File: config.mk
export PLATFORM = sky130hd
export DESIGN_NAME = video_timing_gen_flat
export DESIGN_NICKNAME = d
export VERILOG_FILES = /design/src/rtl/video_timing_if.sv /design/src/rtl/video_timing_gen.sv /design/src/flat_wrapper.sv
export SDC_FILE = /design/constraint.sdc
export NUM_CORES = 1
export LEC_CHECK = 0
export CAP_MARGIN = 5
export CORE_AREA = 2 2 68 83
export DETAILED_ROUTE_END_ITERATION = 10
export DIE_AREA = 0 0 70 85
export PLACE_DENSITY = 0.65
export SKIP_LAST_GASP = 1
export SYNTH_ARGS = -nofsm -noshare
export SYNTH_HDL_FRONTEND = slang
export SYNTH_SLANG_ARGS = --single-unit
File: constraint.sdc
create_clock -name clk -period 2.6 [get_ports clk]
set_clock_uncertainty 0.15 [all_clocks]
set_input_delay 0.52 -clock clk [delete_from_list [all_inputs] [get_ports clk]]
set_output_delay 0.52 -clock clk [all_outputs]
set_load 0.02 [all_outputs]
File: src/rtl/video_timing_if.sv
// Raster timing bundle driven by video_timing_gen toward the pixel source and
// the blue-channel TMDS encoder control inputs.
interface video_timing_if #(
   parameter int XW = 10,
   parameter int YW = 10
);
   logic          de;
   logic          hsync;
   logic          vsync;
   logic [XW-1:0] x;
   logic [YW-1:0] y;
   logic          frame_start;
   logic          line_end;

   modport master (output de, hsync, vsync, x, y, frame_start, line_end);
   modport slave  (input  de, hsync, vsync, x, y, frame_start, line_end);
endinterface

File: src/rtl/video_timing_gen.sv
// Raster timing generator: horizontal/vertical counters with registered
// de/hsync/vsync, pixel coordinates and frame/line strobes.
module video_timing_gen #(
   parameter int H_ACTIVE = 640,
   parameter int H_FP     = 16,
   parameter int H_SYNC   = 96,
   parameter int H_BP     = 48,
   parameter int V_ACTIVE = 480,
   parameter int V_FP     = 10,
   parameter int V_SYNC   = 2,
   parameter int V_BP     = 33,
   parameter int H_POL    = 0,
   parameter int V_POL    = 0
) (
   input  logic            clk,
   input  logic            rst,
   input  logic            en,
   video_timing_if.master  vid
);
   localparam int H_TOTAL = H_ACTIVE + H_FP + H_SYNC + H_BP;
   localparam int V_TOTAL = V_ACTIVE + V_FP + V_SYNC + V_BP;
   localparam int XW      = $clog2(H_TOTAL);
   localparam int YW      = $clog2(V_TOTAL);

   localparam int HS_START = H_ACTIVE + H_FP;
   localparam int HS_END   = H_ACTIVE + H_FP + H_SYNC;
   localparam int VS_START = V_ACTIVE + V_FP;
   localparam int VS_END   = V_ACTIVE + V_FP + V_SYNC;

   localparam logic [XW-1:0] H_LAST = XW'(H_TOTAL - 1);
   localparam logic [YW-1:0] V_LAST = YW'(V_TOTAL - 1);
   localparam logic          HP     = (H_POL != 0);
   localparam logic          VP     = (V_POL != 0);

   logic [XW-1:0] h_cnt_r;
   logic [YW-1:0] v_cnt_r;
   logic [XW-1:0] h_nxt_s;
   logic [YW-1:0] v_nxt_s;
   logic          h_last_s;
   logic          v_last_s;
   logic          h_act_s;
   logic          v_act_s;
   logic          hs_on_s;
   logic          vs_on_s;

   // Region decode of the current counter position (int compare avoids wrap at full-width bounds)
   always_comb begin
      h_last_s = (h_cnt_r == H_LAST);
      v_last_s = (v_cnt_r == V_LAST);
      h_act_s  = (int'(h_cnt_r) < H_ACTIVE);
      v_act_s  = (int'(v_cnt_r) < V_ACTIVE);
      hs_on_s  = (int'(h_cnt_r) >= HS_START) && (int'(h_cnt_r) < HS_END);
      vs_on_s  = (int'(v_cnt_r) >= VS_START) && (int'(v_cnt_r) < VS_END);
   end

   // Next raster position with line and frame wrap
   always_comb begin
      h_nxt_s = h_cnt_r;
      v_nxt_s = v_cnt_r;
      if (h_last_s) begin
         h_nxt_s = {XW{1'b0}};
         if (v_last_s) begin
            v_nxt_s = {YW{1'b0}};
         end else begin
            v_nxt_s = v_cnt_r + YW'(1);
         end
      end else begin
         h_nxt_s = h_cnt_r + XW'(1);
      end
   end

   // Counters advance and outputs register the pre-edge decode on enabled edges
   always_ff @(posedge clk) begin
      if (rst) begin
         h_cnt_r         <= {XW{1'b0}};
         v_cnt_r         <= {YW{1'b0}};
         vid.de          <= 1'b0;
         vid.hsync       <= ~HP;
         vid.vsync       <= ~VP;
         vid.x           <= {XW{1'b0}};
         vid.y           <= {YW{1'b0}};
         vid.frame_start <= 1'b0;
         vid.line_end    <= 1'b0;
      end else if (en) begin
         h_cnt_r         <= h_nxt_s;
         v_cnt_r         <= v_nxt_s;
         vid.de          <= h_act_s && v_act_s;
         vid.hsync       <= hs_on_s ? HP : ~HP;
         vid.vsync       <= vs_on_s ? VP : ~VP;
         vid.x           <= h_cnt_r;
         vid.y           <= v_cnt_r;
         vid.frame_start <= (h_cnt_r == {XW{1'b0}}) && (v_cnt_r == {YW{1'b0}});
         vid.line_end    <= h_last_s;
      end
   end
endmodule

File: src/flat_wrapper.sv
// flat-port wrapper written by rule: the top's interface ports become plain ports
module video_timing_gen_flat 
#(
   parameter int H_ACTIVE = 640,
   parameter int H_FP     = 16,
   parameter int H_SYNC   = 96,
   parameter int H_BP     = 48,
   parameter int V_ACTIVE = 480,
   parameter int V_FP     = 10,
   parameter int V_SYNC   = 2,
   parameter int V_BP     = 33,
   parameter int H_POL    = 0,
   parameter int V_POL    = 0
)
  (clk, rst, en, vid_de, vid_hsync, vid_vsync, vid_x, vid_y, vid_frame_start, vid_line_end);
  video_timing_if vid_i ();
  input  logic clk;
  input  logic rst;
  input  logic en;
  output wire logic [$bits(vid_i.de)-1:0] vid_de;
  output wire logic [$bits(vid_i.hsync)-1:0] vid_hsync;
  output wire logic [$bits(vid_i.vsync)-1:0] vid_vsync;
  output wire logic [$bits(vid_i.x)-1:0] vid_x;
  output wire logic [$bits(vid_i.y)-1:0] vid_y;
  output wire logic [$bits(vid_i.frame_start)-1:0] vid_frame_start;
  output wire logic [$bits(vid_i.line_end)-1:0] vid_line_end;
  assign vid_de = vid_i.de;
  assign vid_hsync = vid_i.hsync;
  assign vid_vsync = vid_i.vsync;
  assign vid_x = vid_i.x;
  assign vid_y = vid_i.y;
  assign vid_frame_start = vid_i.frame_start;
  assign vid_line_end = vid_i.line_end;
  video_timing_gen #(.H_ACTIVE(H_ACTIVE), .H_FP(H_FP), .H_SYNC(H_SYNC), .H_BP(H_BP), .V_ACTIVE(V_ACTIVE), .V_FP(V_FP), .V_SYNC(V_SYNC), .V_BP(V_BP), .H_POL(H_POL), .V_POL(V_POL)) u_core (.clk(clk), .rst(rst), .en(en), .vid(vid_i));
endmodule
# After elaboration in Yosys (flattened, before gate mapping)

Index checks and enable logic that the tools add are counted.

Mux-type cells: 4
Order comparisons: 6
Reduce and logical (&&, ||, !) cells: 7
$add $sub $neg: 2
Equality and inequality tests: 2

Operator list:

| kind                  | count |
|---|---|
| $add 10x1->10 const B | 2 |
| $eq 10x10->1 const B  | 2 |
| $logic_not 10->1      | 2 |
| $lt 10x10->1 const B  | 2 |
| $lt 10x9->1 const B   | 2 |
| $mux 10               | 2 |
| $ge 10x10->1 const B  | 1 |
| $ge 10x9->1 const B   | 1 |
| $logic_and 1x1->1     | 4 |
| $mux 1                | 2 |
| $reduce_and 2->1      | 1 |

Bits in registers: 45

# Longest topological paths before layout

Word-level depth: 3
Gate-level depth with buffers: 7

# Least setup slack after synthesis

Ideal clock, no wire load.

Path type: reg2reg
Start point: reg u_core.h_cnt_r[0]
End point: reg u_core.v_cnt_r[7]
Clock period less this slack: 2.009 ns
Stages on the path, launching flop included: 7
Path slack: 0.591 ns
Arrival: 1.735 ns
Path buffers: 1
Library setup time: 0.124 ns
Path through: dfxtp_1 -> ha_1 -> nand3_2 -> or4_1 -> clkbuf_2 -> o41ai_2 -> a21oi_1

Cells in the longest elaborated chain, start to end: 2

Ends and longest elaborated chain:

| item                              | RTL line               | RTL |
|---|---|---|
| from (decl)                       | video_timing_gen.sv:35 | `logic [XW-1:0] h_cnt_r;` |
| from (signal assigned)            | video_timing_gen.sv:75 | `h_cnt_r <= {XW{1'b0}};` |
| from (signal assigned)            | video_timing_gen.sv:85 | `h_cnt_r <= h_nxt_s;` |
| $eq 10x10->1                      | video_timing_gen.sv:48 | `h_last_s = (h_cnt_r == H_LAST);` |
| $reduce_and 2->1 (no source line) | -                      |  |
| to (signal assigned)              | video_timing_gen.sv:76 | `v_cnt_r <= {YW{1'b0}};` |
| to (signal assigned)              | video_timing_gen.sv:86 | `v_cnt_r <= v_nxt_s;` |
| to (decl)                         | video_timing_gen.sv:36 | `logic [YW-1:0] v_cnt_r;` |

Every way passes these cells.
A chain may end at the register's enable or synchronous reset.

==> results by stage <==
Timing:
- The count of final max-slew check failures is 0.
- The final-layout setup total negative slack is 0 ps.
- Once routing completed, OpenROAD measured the worst setup slack at 405 ps.
- Setup repair after global routing left no endpoint under its margin.
- The worst pin sits at a relative slew slack of 71.4%.
- The final-report hold violation count is 0.
- Setup violations remaining at the end of the flow were counted as 0.
- The slew at the pin closest to its max-slew limit is around 430 ps.
- The final critical delay including setup and external delays is 2200 ps.
- Based on the critical path, the design can be clocked at up to 0.456 GHz.
- The post-route fraction of the period consumed by the critical path is 84.4%.

Pwr:
- Summed over all cells, the static leakage comes to 0.882 nW.
- The power density over the cells is 518 nW/um^2.
- The worst-case IR drop observed on VDD is between 300 and 400 uV.

Placement:
- Port buffering added 27 buffers.
- The HPWL after detailed placement is slightly below 3000 um.
- The final weighted congestion of routability-driven global placement is 0.838.
- Before CTS, the worst setup slack after placement is about 70 ps.

Route:
- The final routed DRC violation total is 0.
- The count of nets left with antenna violations once routing finished came out at 0.
- The routed via count divided by cell count is 5.31.
- The detailed-router iteration count before antenna repair is 4.
- The number of violations reported at the end of detailed-routing iteration 0 is 93.
- The total detailed-routing wirelength is 4360 um.
- After detailed routing, the average wire length per cell comes to 13.9 um.
- Detailed routing inserted a total of 1,663 vias.

Global route:
- The number of global-route vias before repair is 1,559.
- The number of antenna violations at the first check in global routing is 0.
- Global routing finished with a remaining overflow of 0.
- The maximum number of pins on one net before global-route repair is 47.
- The first global-routing pass estimated 7480 um of wire.
- The global-route total usage across every layer is between 15 and 20%.

Logic synthesis:
- The count of different cell masters after synthesis is 39.
- In this run, synthesis produced a sequential element count of 45.
- After technology mapping, the gate count stands at 225.
- In the post-synthesis netlist, the biggest area contributors are sky130_fd_sc_hd__dfxtp_1 (45%), sky130_fd_sc_hd__mux2i_1 (9.9%), sky130_fd_sc_hd__nor2_1 (5.2%).
- The yosys synthesis warning count is 0.
- The average instance in the mapped netlist occupies 8.99 sq um.
- Synthesis produced a netlist with a net count of between 200 and 250.
- The share of the yosys chip area belonging to registers is 44.6%.
- The area share of the largest cell type after synthesis is 44.6%.
- The biggest area contributor in the post-synthesis netlist is sky130_fd_sc_hd__dfxtp_1.
- The mapped netlist covers 2020 sq um.

Final layout:
- The layout overhead on the synthesized area is 21.3%.
- The diode insertion count for antenna repair is 0.
- The fraction of final layout cells sized beyond drive strength 1 is 7.97%.
- Registers take roughly 900 sq um.
- The multi-input combinational cells in the finished layout cover a total of 1010 sq um.
- The final layout net count is 258.
- The number of fill cells is about 530.
- The most frequent standard cell in the layout excluding fill and tap cells is sky130_fd_sc_hd__dfxtp_1.
- The library cells used most frequently in the layout, excluding fill and tap cells, are sky130_fd_sc_hd__dfxtp_1 (45), sky130_fd_sc_hd__nor2_1 (28), sky130_fd_sc_hd__clkdlybuf4s50_1 (27), sky130_fd_sc_hd__mux2i_1 (20), sky130_fd_sc_hd__nand2_1 (16).

Floorplan:
- The placeable core region is 5150 sq um.
- The floorplan die width is 70 um.
- The total number of placement rows is 29.
- During I/O placement, the number of pins put on the boundary was 28.
- The starting density of the core is 39.2%.
- The die covers 5950 sq um.
- From bottom edge to top edge, the die measures 85 um.

CTS:
- The number of clock sinks is 45.
- The number of buffers inserted to repair setup after CTS is 0.
- Counting along the longest clock path gives a buffer depth of 2.
- CTS placed an instance of sky130_fd_sc_hd__clkbuf_8 at the clock tree root.
- Clock-pin slew was measured on the worst setup and hold paths at around 80 ps.
- The CTS tree is yes.
- The H-tree generated during clock tree synthesis spans 2 levels.
- The number of buffers created by CTS is 5.
- The source-to-sink clock delay at the later pin of the worst-skew pair is 290 ps.
- Once the clock tree was built, the resizer swapped 0 gates to a different size.
- The number of buffers added to fix hold violations after cts is 0.

Setup path:
- The endpoint of the worst-slack reg-to-reg timing path is u_core.v_cnt_r[7].
- The type of element launching the critical path is a primary input.
- The critical path is of the in2reg type.
- For the worst setup path, the data arrival time is 2230 ps.
- The critical path launch point is en.
- The worst register-to-register path has a setup slack of around 450 ps.
- The required time of the worst setup path is 2640 ps.
- The worst flop-to-flop path startpoint is u_core.h_cnt_r[0].
- The worst reg2reg path depth is 5.
- The maximum fanout count along the critical path is 31.
- The critical path ends at u_core.h_cnt_r[9].
- STA classifies the critical path endpoint as a register.

Flow run:
- Across the run, the number of max-cap violations was 0.

Status:
- The run finished with clean final reports.

Min path:
- The tightest min-delay check is of the reg2reg type.
-- cells by family (layout without fill, tap and decap cells) --
kind of cell / count (synthesis) / in the layout / synth area share [%]
simple gates: 96 / 96 / 24.4
flops: 45 / 45 / 44.6
compound gates: 30 / 30 / 9.28
buf+inv: 22 / 48 / 5.88
mux: 20 / 20 / 9.90
xor+xnor: 8 / 8 / 3.47
fa+ha+maj: 4 / 4 / 2.48
-- registers in the layout, summed over array words and instances (netlist names) --
register	count
u_core.h_cnt_r	10
u_core.v_cnt_r	10
u_core.vid.x	10
u_core.vid.y	10
u_core.vid.de	1
u_core.vid.frame_start	1
u_core.vid.hsync	1
u_core.vid.line_end	1
u_core.vid.vsync	1
-- worst max-delay path: stages --
cell,delay [ps]
sky130_fd_sc_hd__clkdlybuf4s50_1,490
sky130_fd_sc_hd__buf_4,390
sky130_fd_sc_hd__nand4_1,260
sky130_fd_sc_hd__nor4_1,360
sky130_fd_sc_hd__xnor2_1,160
sky130_fd_sc_hd__nor3_1,50
-- metal layers --
layer	vias up	GRT usage, %	share of wire [%]
met5	-	0	0
met4	0	5.77	1.7
met3	5	3.68	4.1
met2	41	26.5	49
met1	766	19.1	45
li1	851	-	-
-- final cells by class --
class	instances	area share, %
multi-input cells	158	41.1
flip-flops and latches	45	36.7
repair buffers	34	13.7
well taps	62	3.16
clock buffers	5	2.81
clock inverters	2	1.43
inverters	7	1.07
-- cells in the mapped netlist (all sizes together) --
cell type,instances
nand4,7
a311oi,3
nor3,14
and3,2
nor4,3
nand2b,2
or4bb,1
nor4b,1
mux2i,20
nand3,11
xor2,3
or4b,1
dfxtp,45
o31ai,1
inv,7
o21bai,1
or2,1
nor2,28
buf,11
a31oi,4
nand2,16
o41ai,1
or3,1
xnor2,5
a41oi,1
ha,4
or4,3
clkbuf,4
nand4b,4
nand3b,1
o22ai,1
o21ai,6
a21oi,12
-- metrics by stage --
| stage | hold slack [ps] | std cells | power (mW) | cell area [sq um] | util (%) |
|---|---|---|---|---|---|
| 2_1_floorplan | 331 | 225 | 0.758 | 2020 | - |
| 3_3_place_gp | 317 | 306 | 0.778 | 2350 | 45.6 |
| 3_5_place_dp | 326 | 306 | 0.779 | 2350 | 45.6 |
| 4_1_cts | 339 | 313 | 1.29 | 2450 | 47.6 |
| 5_1_grt | 357 | 313 | 1.32 | 2450 | 47.6 |
| 6_report | 333 | 313 | 1.27 | 2450 | 47.6 |
-- report_power, final --
group / internal [mW] / switching [mW]
clock network: 0.279 / 0.228
registers: 0.694 / 0.00560
logic: 0.0272 / 0.0352
-- worst min-delay path by stage --
stage                           startpoint                      to  slack, ps  cells after the start
floorplan                u_core.v_cnt_r[8]       u_core.v_cnt_r[8]        330                      2
CTS                 u_core.vid.frame_start  u_core.vid.frame_start        340                      2
finish                       u_core.vid.de           u_core.vid.de        330                      2
global placement             u_core.vid.de           u_core.vid.de        320                      2
global route                 u_core.vid.de           u_core.vid.de        360                      2
detailed placement  u_core.vid.frame_start  u_core.vid.frame_start        330                      2
Note: power is estimated with default switching activity, not from simulation.
==> RTL edit 1, RTL diff (same flow settings) <==
`H_SYNC` is set to 96 in 2 places; all go to 192.
--- a/src/rtl/video_timing_gen.sv
+++ b/src/rtl/video_timing_gen.sv
@@ -3,7 +3,7 @@
 module video_timing_gen #(
    parameter int H_ACTIVE = 640,
    parameter int H_FP     = 16,
-   parameter int H_SYNC   = 96,
+   parameter int H_SYNC   = 192,
    parameter int H_BP     = 48,
    parameter int V_ACTIVE = 480,
    parameter int V_FP     = 10,
--- a/src/flat_wrapper.sv
+++ b/src/flat_wrapper.sv
@@ -3,7 +3,7 @@
 #(
    parameter int H_ACTIVE = 640,
    parameter int H_FP     = 16,
-   parameter int H_SYNC   = 96,
+   parameter int H_SYNC   = 192,
    parameter int H_BP     = 48,
    parameter int V_ACTIVE = 480,
    parameter int V_FP     = 10,
Check against the original RTL: same outputs for any inputs over 10 cycles, from zero or initial values and one cycle with rst high; that may be too few to reach the edited logic, so the function may still have changed.
==> RTL edit 1 against the unedited design <==
  * Area after synthesis increased by 3.1%
  * Cell area increased by 1.4%
  * Sequential cell count unchanged
  * Power decreased by 7.1%
  * Register-to-register slack got worse by 0.08 ns
  * Wire length increased by 2.0%
  * Die area unchanged
  * Setup slack got worse by 0.12 ns
==> RTL edit 1: results (changes against the unedited design) <==
- Routing usage on met3: 3.21% (was 3.68%)
- P_comb: 0.0000620 W (was 0.0000624 W)
- Final worst path period share: 89.2% (was 84.4%)
- Multi-input gate area: 0.00105 mm² (was 0.00101 mm²)
- Post-DP HPWL: 3050 µm (was 2970 µm)
- Final WL: 4450 µm (was 4360 µm)
- Cell Int Power: 0.000912 W (was 0.00100 W)
- Routed vias: 1,734 (was 1,663)
- Leakage: 0.934 nW (was 0.882 nW)
- Non-CTS buffers: 38 (was 34)
- First DRT Iteration DRCs: 118 (was 93)
- CP max FO: 36 (was 31)
- First-pass GRT wire length: 7230 µm (was 7480 µm)
- Worst setup path end: u_core.vid.frame_start (was u_core.h_cnt_r[9])
- Nonclk inv count: 6 (was 7)
- Root Driver: clkbuf_8 (unchanged)
- Reg-to-reg endpoint: u_core.v_cnt_r[9] (was u_core.v_cnt_r[7])
- Clk pwr: 0.000419 W (was 0.000507 W)
- GRT Overall Usage: 15.1% (was 15.6%)
- Compound-Gate Fraction of Synth Area: 10.7% (was 9.28%)
- Met3 wire len: 175 µm (was 178 µm)
- Number of nets in the layout: 261 (was 258)
- WL met2: 2210 µm (was 2140 µm)
- Buffering overhead: 14.2% (was 13.7%)
- DP Area: 0.00240 mm² (was 0.00235 mm²)
- Post-Synth XOR/XNOR Area: 2.94% (was 3.47%)
- Status: completed (unchanged)
- Metal-1 WL: 2000 µm (was 1970 µm)
- Met1 GRT Util: 18.8% (was 19.1%)
- Largest net degree at the start of global routing: 37 (was 47)
- # clk buffers: 7 (was 5)
- Clk tree area frac: 3.37% (was 4.23%)
- Synth top area cells: dfxtp_1 43%, mux2i_1 9.6%, nor2_1 4.1% (was dfxtp_1 45%, mux2i_1 9.9%, nor2_1 5.2%)
- Pre-CTS setup slack: -0.0458 ns (was 0.0705 ns)
- Seq/Total Area, Yosys: 43.2% (was 44.6%)
- Worst path arrival time: 2.40 ns (was 2.23 ns)
- Final-layout fill cell count: 514 (was 527)
- GR Util met2: 25.1% (was 26.5%)
- R2R setup slack: 0.37 ns (was 0.45 ns)
- Synth Area in Adders: 2.40% (was 2.48%)
- Worst Hold Class: reg -> reg (unchanged)
- Max VDD drop: 298 µV (was 375 µV)
- Relative slew slack: 59.4% (was 71.4%)
- Mux contribution to synthesized area: 9.60% (was 9.90%)
- RD Place Congestion: 0.857 (was 0.838)
- Syn nets: 233 (was 232)
==> RTL edit 1: stage by stage <==
| stage | setup TNS, ns | cells | power [W] | hold WS, ns | utilization (%) |
|---|---|---|---|---|---|
| 2_1_floorplan | 0 | 226 | 0.000760 | 0.338 | - |
| 3_3_place_gp | -0.0202 | 309 | 0.000778 | 0.310 | 46.6 |
| 3_5_place_dp | -0.0458 | 309 | 0.000779 | 0.317 | 46.6 |
| 4_1_cts | 0 | 317 | 0.00120 | 0.329 | 48.3 |
| 5_1_grt | 0 | 317 | 0.00124 | 0.369 | 48.3 |
| 6_report | 0 | 317 | 0.00118 | 0.326 | 48.3 |
==> RTL edit 1: critical path, stage by stage <==
cell	delay [ns]
clkdlybuf4s50_1	0.48
buf_4	0.41
or4bb_1	0.43
nor4_1	0.25
nand4_1	0.15
a21oi_1	0.15
==> RTL edit 2, RTL diff (same flow settings) <==
Made on the original files. Reset style: asynchronous (`rst`), changed in one clocked block.
--- a/src/rtl/video_timing_gen.sv
+++ b/src/rtl/video_timing_gen.sv
@@ -70,7 +70,7 @@
    end
 
    // Counters advance and outputs register the pre-edge decode on enabled edges
-   always_ff @(posedge clk) begin
+   always_ff @(posedge clk or posedge rst) begin
       if (rst) begin
          h_cnt_r         <= {XW{1'b0}};
          v_cnt_r         <= {YW{1'b0}};
Formal check against the unedited RTL: differs if rst is asserted again (counterexample within 4 cycles, from zero or initial values and one cycle with rst high); with rst held inactive, the same outputs for 10 cycles.
==> RTL edit 2 against the unedited design <==
  * Sequential cell count stayed put
  * Setup slack worse by 0.023 ns
  * Wire length is 9.2% lower
  * First-iteration DRC count down 29%
  * Sequential share of layout area grew 8.3 points
  * Area after synthesis increased by 2.8%
  * Cell area grew 2.2%
Power is not compared: it rests on default switching activity, and its combinational part moved more than twofold at a synthesized area within 25%.
==> RTL edit 2: results (changes against the unedited design) <==
- GRT Overall Usage: 14.6% (was 15.6%)
- Top post-synthesis cells by count: 43 x dfrtp_1, 20 x mux2_2, 13 x nand2_1, 12 x inv_1 (was 45 x dfxtp_1, 28 x nor2_1, 20 x mux2i_1, 16 x nand2_1, 14 x nor3_1)
- R2R setup slack: 0.52 ns (was 0.45 ns)
- Worst setup path end: u_core.v_cnt_r[9] (was u_core.h_cnt_r[9])
- Delay of the slowest cell on the worst path: 0.55 ns (was 0.49 ns)
- Port Buffers: 27 (unchanged)
- Via density: 5.21 (was 5.31)
- WL per Instance: 14.3 µm (was 13.9 µm)
- Primary FF master, synth: dfrtp_1 (was dfxtp_1)
- Vias in the first global route: 1,465 (was 1,559)
- Pre-CTS setup slack: 0.0717 ns (was 0.0705 ns)
- Placed cell count: 270 (was 306)
- Routed vias: 1,443 (was 1,663)
- R2r startpoint: u_core.h_cnt_r[6] (was u_core.h_cnt_r[0])
- Hold_sp: u_core.vid.vsync (was u_core.vid.de)
- Beginning of the critical path: en (unchanged)
- Status: completed (unchanged)
- Later-pin clock latency in the skew report: 0.29 ns (about the same)
- Mux contribution to synthesized area: 12.3% (was 9.90%)
- Synth Area in Adders: 2.41% (was 2.48%)
- DRT Pass-1 Iters: 4 (unchanged)
- First-pass GRT wire length: 6870 µm (was 7480 µm)
- CP max FO: 4 (was 31)
- Relative slew slack: 62.3% (was 71.4%)
- Hold path cells: 2 (unchanged)
- Largest net degree at the start of global routing: 46 (was 47)
- # diodes: 0 (unchanged)
- Antenna violations before repair: 0 (unchanged)
- Post-Synth XOR/XNOR Area: 3.79% (was 3.47%)
- Number of nets in the layout: 222 (was 258)
- Slowest CP cell: clkdlybuf4s50_1 (unchanged)
- RD Place Congestion: 0.770 (was 0.838)
- Worst Hold Class: reg -> reg (unchanged)
- Final-layout fill cell count: 492 (was 527)
- Seq/Total Area, Yosys: 54.3% (was 44.6%)
- Compound-Gate Fraction of Synth Area: 5.84% (was 9.28%)
- H-tree levels: 2 (unchanged)
- Unique masters post-synth: 37 (was 39)
- Root Driver: clkbuf_8 (unchanged)
- First DRT Iteration DRCs: 66 (was 93)
- Worst path arrival time: 2.29 ns (was 2.23 ns)
- Post-DP HPWL: 2700 µm (was 2970 µm)
- Final setup vio count: 0 (unchanged)
- Leakage: about 1.1 nW
- Synth top area cells: dfrtp_1 52%, mux2_2 11%, nand3_1 2.6% (was dfxtp_1 45%, mux2i_1 9.9%, nor2_1 5.2%)
- Post-route minimum period: 2.22 ns (was 2.20 ns)
- Post-DRT Antenna Nets: 0 (unchanged)
- Reg2Reg Depth: 4 (was 5)
- FFs w/ async S/R, synth: 100% (was 0%)
- Postcts setup bufs: 0 (unchanged)
- Mapped Cells: 185 (was 225)
- End of the worst hold path: u_core.vid.vsync (was u_core.vid.de)
- Ratio of cells with drive above 1 in the final layout: 17.7% (was 7.97%)
- Max VDD drop: ~400 µV
[RTL edit 2: changes by cell type after synthesis, sizes merged, moves of 12 or more]
| cell | unedited run | this run |
|---|---|---|
| nor2 | 28 | 7 |
| dfrtp | 0 | 43 |
| mux2i | 20 | 3 |
| nor3 | 14 | 2 |
| mux2 | 0 | 20 |
| dfxtp | 45 | 0 |
[RTL edit 2: cell type report]
| type | count | area share, % |
|---|---|---|
| Sequential cell | 45 | 45.0 |
| Timing Repair Buffer | 34 | 12.9 |
| Inverter | 12 | 1.80 |
| Multi-Input combinational cell | 117 | 33.7 |
| Clock buffer | 7 | 3.44 |
| Tap cell | 62 | 3.10 |
[RTL edit 2: where the power goes]
group | switching (W) | internal, W
clock network | 0.000223 | 0.000211
logic | 0.000146 | 0.000154
registers | 0.0000915 | 0.000776
total | 0.000460 | 0.00114
[RTL edit 2: stage by stage]
step           area [µm²]  hold WS, ns
5_1_grt              2510        0.379
2_1_floorplan        2080        0.328
3_3_place_gp         2420        0.331
4_1_cts              2510        0.345
3_5_place_dp         2420        0.334
6_report             2510        0.343
[RTL edit 2: cells by family (layout without fill, tap and decap cells)]
family / after synthesis / in the layout
flops: 45 / 45
mux: 23 / 23
buf+inv: 23 / 53
simple gates: 59 / 59
xor+xnor: 9 / 9
compound gates: 22 / 22
fa+ha+maj: 4 / 4
[RTL edit 2: routing by layer]
metal  share of wire, %  wire length (µm)  global-route usage [%]
met1                 46              1830                    18.3
met2                 48              1900                    23.6
met4                2.0                81                    6.64
met3                3.5               137                    3.92
met5                  0                 0                       0
[RTL edit 2: critical path: cells and delay by family]
kind | cells | cell delay [ns]
and+or+nand+nor | 3 | 1.05
buffers and inverters | 1 | 0.55
AOI/OAI and AO/OA | 1 | 0.16
